**src/rtl/bus_if_pkg.sv**
```systemverilog
// Shared types and constants for the CPU-to-memory bus bridge.
// Holds the controller state encoding, write-buffer entry layout and defaults.
package bus_if_pkg;

   typedef enum logic [1:0] {
      IDLE       = 2'd0,
      WRITE_WAIT = 2'd1,
      READ_WAIT  = 2'd2,
      READ_DONE  = 2'd3
   } bus_state_e;

   localparam logic [7:0] TIMEOUT_DATA       = 8'hFF;
   localparam int         DEF_WBUF_DEPTH     = 2;
   localparam int         DEF_TIMEOUT_CYCLES = 255;

   typedef struct packed {
      logic [15:0] addr;
      logic [7:0]  data;
   } wbuf_entry_t;

endpackage

```
**src/rtl/write_buffer_fifo.sv**
```systemverilog
// Posted-write buffer: circular FIFO of {addr,data} entries.
// A push into a full buffer is accepted only when a pop frees a slot in the same cycle.
module write_buffer_fifo
   import bus_if_pkg::*;
#(
   parameter int DEPTH = DEF_WBUF_DEPTH
) (
   input  logic        clk,
   input  logic        nrst,
   input  logic        i_push,
   input  wbuf_entry_t i_data,
   input  logic        i_pop,
   output logic        o_full,
   output logic        o_empty,
   output wbuf_entry_t o_head
);

   localparam int            PW       = $clog2(DEPTH);
   localparam logic [PW:0]   FULL_CNT = (PW+1)'(DEPTH);

   wbuf_entry_t   r_mem [DEPTH];
   logic [PW-1:0] r_wr_ptr;
   logic [PW-1:0] r_rd_ptr;
   logic [PW:0]   r_count;
   logic          w_do_push;
   logic          w_do_pop;

   assign o_full    = (r_count == FULL_CNT);
   assign o_empty   = (r_count == '0);
   assign o_head    = r_mem[r_rd_ptr];
   assign w_do_pop  = i_pop && !o_empty;
   assign w_do_push = i_push && (!o_full || w_do_pop);

   always_ff @(posedge clk) begin
      if (w_do_push) r_mem[r_wr_ptr] <= i_data;
   end

   // DEPTH is a power of two, so the pointers wrap by natural overflow.
   always_ff @(posedge clk or negedge nrst) begin
      if (!nrst) begin
         r_wr_ptr <= '0;
         r_rd_ptr <= '0;
         r_count  <= '0;
      end else begin
         if (w_do_push) r_wr_ptr <= r_wr_ptr + 1'b1;
         if (w_do_pop)  r_rd_ptr <= r_rd_ptr + 1'b1;
         if (w_do_push && !w_do_pop)      r_count <= r_count + 1'b1;
         else if (w_do_pop && !w_do_push) r_count <= r_count - 1'b1;
      end
   end

endmodule

```
**src/rtl/memory_bus_interface.sv**
```systemverilog
// Bridges an 8-bit CPU bus to a req/ack memory port. Writes are posted into a
// buffer and drained ahead of any read; every transaction is bounded by a timeout.
module memory_bus_interface
   import bus_if_pkg::*;
#(
   parameter int WBUF_DEPTH     = DEF_WBUF_DEPTH,
   parameter int TIMEOUT_CYCLES = DEF_TIMEOUT_CYCLES
) (
   input  logic        clk,
   input  logic        nrst,
   input  logic [7:0]  cpu_addr_hi,
   input  logic [7:0]  cpu_addr_lo,
   input  logic [7:0]  cpu_data_out,
   input  logic        cpu_read_not_write,
   output logic [7:0]  cpu_data_in,
   output logic        cpu_ready,
   output logic        mem_req,
   output logic        mem_we,
   output logic [15:0] mem_addr,
   output logic [7:0]  mem_wdata,
   input  logic [7:0]  mem_rdata,
   input  logic        mem_ack,
   output logic        bus_error,
   output logic        wbuf_overflow
);

   localparam int CW = $clog2(TIMEOUT_CYCLES + 1);

   bus_state_e   r_state;
   logic [CW-1:0] r_cnt;
   logic         w_push;
   logic         w_pop;
   logic         w_full;
   logic         w_empty;
   logic         w_ack;
   logic         w_tmo;
   wbuf_entry_t  w_wentry;
   wbuf_entry_t  w_head;

   assign w_push   = !cpu_read_not_write;
   assign w_wentry = '{addr: {cpu_addr_hi, cpu_addr_lo}, data: cpu_data_out};
   assign w_ack    = mem_ack && mem_req;
   // r_cnt holds the number of earlier req cycles, so this is the last allowed one.
   assign w_tmo    = (r_cnt == CW'(TIMEOUT_CYCLES - 1));
   assign w_pop    = (r_state == WRITE_WAIT) && (w_ack || w_tmo);

   write_buffer_fifo #(.DEPTH(WBUF_DEPTH)) u_wbuf (
      .clk     (clk),
      .nrst    (nrst),
      .i_push  (w_push),
      .i_data  (w_wentry),
      .i_pop   (w_pop),
      .o_full  (w_full),
      .o_empty (w_empty),
      .o_head  (w_head)
   );

   always_ff @(posedge clk or negedge nrst) begin
      if (!nrst) begin
         r_state       <= IDLE;
         r_cnt         <= '0;
         mem_req       <= 1'b0;
         mem_we        <= 1'b0;
         mem_addr      <= '0;
         mem_wdata     <= '0;
         cpu_data_in   <= '0;
         cpu_ready     <= 1'b0;
         bus_error     <= 1'b0;
         wbuf_overflow <= 1'b0;
      end else begin
         if (w_push && w_full && !w_pop) wbuf_overflow <= 1'b1;

         case (r_state)
            IDLE: begin
               r_cnt <= '0;
               if (!w_empty) begin
                  mem_req   <= 1'b1;
                  mem_we    <= 1'b1;
                  mem_addr  <= w_head.addr;
                  mem_wdata <= w_head.data;
                  r_state   <= WRITE_WAIT;
               end else if (cpu_read_not_write) begin
                  mem_req  <= 1'b1;
                  mem_we   <= 1'b0;
                  mem_addr <= {cpu_addr_hi, cpu_addr_lo};
                  r_state  <= READ_WAIT;
               end
            end

            WRITE_WAIT, READ_WAIT: begin
               // An ack landing on the timeout cycle wins over the timeout.
               if (w_ack || w_tmo) begin
                  mem_req <= 1'b0;
                  if (!w_ack) bus_error <= 1'b1;
                  if (r_state == READ_WAIT) begin
                     cpu_data_in <= w_ack ? mem_rdata : TIMEOUT_DATA;
                     cpu_ready   <= 1'b1;
                     r_state     <= READ_DONE;
                  end else begin
                     r_state <= IDLE;
                  end
               end else begin
                  r_cnt <= r_cnt + 1'b1;
               end
            end

            READ_DONE: begin
               cpu_ready <= 1'b0;
               r_state   <= IDLE;
            end

            default: r_state <= IDLE;
         endcase
      end
   end

endmodule

```
**config.mk**
```make
export PLATFORM = sky130hd
export DESIGN_NAME = memory_bus_interface
export DESIGN_NICKNAME = d
export VERILOG_FILES = /design/src/rtl/bus_if_pkg.sv /design/src/rtl/write_buffer_fifo.sv /design/src/rtl/memory_bus_interface.sv
export SDC_FILE = /design/constraint.sdc
export NUM_CORES = 1
export LEC_CHECK = 0
export ABC_AREA = 1
export ABC_CLOCK_PERIOD_IN_PS = 3000
export BUFFER_PORTS_ARGS = -buffer_cell sky130_fd_sc_hd__buf_2
export CAP_MARGIN = 20
export CORE_ASPECT_RATIO = 1.25
export CORE_MARGIN = 2
export CORE_UTILIZATION = 55
export DETAILED_ROUTE_END_ITERATION = 7
export PLACE_DENSITY_LB_ADDON = 0.25
export SETUP_SLACK_MARGIN = 0.02
export SLEW_MARGIN = 20
export SYNTH_ARGS = -nofsm -noshare
export SYNTH_HDL_FRONTEND = slang
export SYNTH_SLANG_ARGS = --single-unit
export TNS_END_PERCENT = 1
```
**constraint.sdc**
```tcl
create_clock -name clk -period 3 [get_ports clk]
set_clock_uncertainty 0.1 [all_clocks]
set_input_delay 0.3 -clock clk [delete_from_list [all_inputs] [get_ports clk]]
set_output_delay 0.3 -clock clk [all_outputs]
set_load 0.03 [all_outputs]
```
==> key figures <==
Global route
  • Vias in the first global route: 2862
  • Total global-route track usage: 0.205
  • Largest net degree at the start of global routing: 35
  • First-pass GRT wire length: 12800 µm
  • Antenna violations before repair: 0
  • Gr ovfl total: 0

Routing
  • Average wire per standard cell: 14.3 µm
  • Routed WL: 7970 µm
  • Drt via density: 5.28
  • DRC Markers: 0
  • Routed Antenna Nets: 0
  • First DRT Iteration DRCs: 175
  • Via count: 2935
  • Detailed Routing Iterations Pass 1: 4

Floorplanning
  • Row count: 35
  • I/O pin count: 73
  • Initial Util: 0.565
  • DIE AREA: 8280 µm²
  • Die height: 101 µm
  • Placeable Area: 7360 µm²
  • Die X: 81.8 µm

Timing
  • RSZ-0062 raised after global routing: false
  • Sum Neg Setup Slack: 0 ps
  • Slew at the pin closest to its max-slew limit: 853 ps
  • Final worst slack: 702 ps
  • FMAX: 0.435 GHz
  • Slew Limit Fails: 0
  • Slew headroom: 0.431
  • Final setup viols: 0
  • Crit path time final: 2300 ps
  • Final worst-path cycle share: 0.766
  • Fin. Hold Viols: 0

Pwr
  • Pleak: 2.13 nW
  • PD cells: 1090 nW/µm²
  • VDD IR max: 0.615 mV

Synth
  • Post-synth EDFFs: 48
  • Register bit total from synthesis: 99
  • Syn_area_per_cell: 10.9 µm²
  • Synthesized area: 4160 µm²
  • Mapped Cells: 383
  • Synth area leaders: edfxtp_1 (35%), dfrtp_1 (31%), nand2_1 (9.3%), o21ai_0 (4.2%), ha_1 (2.7%)
  • Post-synth top flop: dfrtp_1
  • Syn_nets: 428
  • Synth top area share: 0.347
  • YS warnings: 0
  • Sequential area share after synthesis: 0.653
  • Async set-or-reset flop fraction in the synthesized netlist: 0.515
  • Area leader, netlist: edfxtp_1
  • Count of cell types in the netlist: 32

CTS
  • Worst skew pair latency: 360 ps
  • Max clock buf depth: 2
  • H-tree depth: 3
  • Clock Pin Slew Worst Setup and Hold Paths: 90 ps
  • Clk root buf: clkbuf_8
  • TritonCTS buffer count: 9
  • CTS tree: built
  • Post-CTS sizing: 0
  • TritonCTS Sinks: 99
  • Hold Buf Count CTS: 1
  • Postcts setup bufs: 0

Finish
  • N_diodes: 0
  • Most frequent cells in the layout: nand2_1 (103), buf_2 (72), dfrtp_1 (51)
  • Most common cell after layout, fill and taps aside: nand2_1
  • P&R area growth vs syn: 15.7%
  • Fraction of layout cells with a size suffix above 1: 0.246
  • Net count, final: 504

Job
  • Max-Cap Viols: 0

Worst setup path
  • Crit path kind: reg2reg
  • Setup crit start kind: flop
  • Critical Path RT: 3140 ps
  • Critical Path AT: 2440 ps
  • CP max FO: 3
  • CP Capture Type: flop

Placed design
  • GPL Wtd Cong: 0.819
  • Pre-CTS setup slack: 797 ps
  • Port bufs: 72
  • Hpwl dp: 5300 µm

Outcome
  • Status: completed

Min path
  • Type of the most critical hold path: in2reg
==> synth_stat cells (3+ instances only) <==
library cell,n
a21oi_1,14
a31oi_1,8
buf_2,5
clkbuf_1,6
dfrtp_1,51
edfxtp_1,48
ha_1,9
inv_1,21
nand2_1,103
nand2_2,4
nand3_1,18
nor2_1,27
o21ai_0,35
o21ai_2,8
o22ai_1,3
xor2_1,4
==> cell families after synthesis <==
group	Yosys count	synth area share
AOI/OAI and AO/OA	75	0.109
xor gates and xnor gates	6	0.0126
adders and majority gates	9	0.0271
buffers and inverters	36	0.0388
DFF	99	0.653
and+or+nand+nor	158	0.159
==> flip-flops by register name, summed over array words and instances, names as in the netlist <==
signal / flops
r_cnt: 8
u_wbuf.r_wr_ptr: 1
u_wbuf.r_mem: 48
mem_req: 1
wbuf_overflow: 1
mem_wdata: 8
u_wbuf.r_rd_ptr: 1
u_wbuf.r_count: 2
r_state: 2
mem_we: 1
cpu_data_in: 8
bus_error: 1
cpu_ready: 1
mem_addr: 16
==> report_power, final <==
group	switching (mW)	internal [mW]	total (mW)	leakage, nW
combinational	1.58	0.651	2.24	0.959
clock	0.453	0.412	0.865	0.0999
sequential	0.218	1.91	2.13	1.07
==> through the flow <==
step / power, mW / util / instance area [µm²] / cells / hold slack [ps]
after floorplan: 3.79 / - / 4160 / 383 / -95.6
after global placement: 4.34 / 0.625 / 4600 / 539 / 239
after detailed placement: 4.41 / 0.625 / 4600 / 539 / 237
after CTS: 5.27 / 0.654 / 4810 / 556 / 17.6
after global routing: 5.60 / 0.654 / 4810 / 556 / 19.1
final: 5.23 / 0.654 / 4810 / 556 / 24.2
==> worst max-delay path, cell delays in order (launching register included) <==
cell     delay, ps
dfrtp_1        420
inv_1          100
ha_1           160
nand2_1         50
nor2_1         160
nand2_2        100
nand2_1        100
nand2_1         70
nand2_1        100
nand2_1        120
inv_1           80
ha_1           240
a21oi_1        110
o21ai_0        120
xor2_1         160
==> final timing paths <==
check,start,to,slack (ps),depth (start not counted)
worst max register to register,r_cnt[0]$_DFFE_PN0P_,u_wbuf.r_count[1]$_DFFE_PN0P_,700,14
min in group asynchronous,nrst,r_cnt[4]$_DFFE_PN0P_,370,2
worst min register to register,bus_error$_DFFE_PN0P_,bus_error$_DFFE_PN0P_,390,1
max in group asynchronous,nrst,bus_error$_DFFE_PN0P_,1650,3
worst min-delay path,cpu_data_out[0],u_wbuf.r_mem[1][0]$_DFFE_PP_,20,1
worst max-delay path,r_cnt[0]$_DFFE_PN0P_,u_wbuf.r_count[1]$_DFFE_PN0P_,700,14
==> routing by layer <==
metal | up-vias | global-route usage | routed length [µm]
li1 | 1431 | - | -
met1 | 1421 | 0.248 | 3290
met2 | 69 | 0.356 | 4240
met3 | 14 | 0.0348 | 289
met4 | 0 | 0.0910 | 154
met5 | - | 0 | 0
==> layout make-up <==
cell class	count	area (µm²)
clock inverters	5	60.1
fillers	588	2550
well taps	92	115
clock buffers	11	141
repair buffers	78	408
flip-flops and latches	99	2720
multi-input cells	248	1280
inverters	23	86.3
No activity file was read; power rests on OpenSTA's default activity.
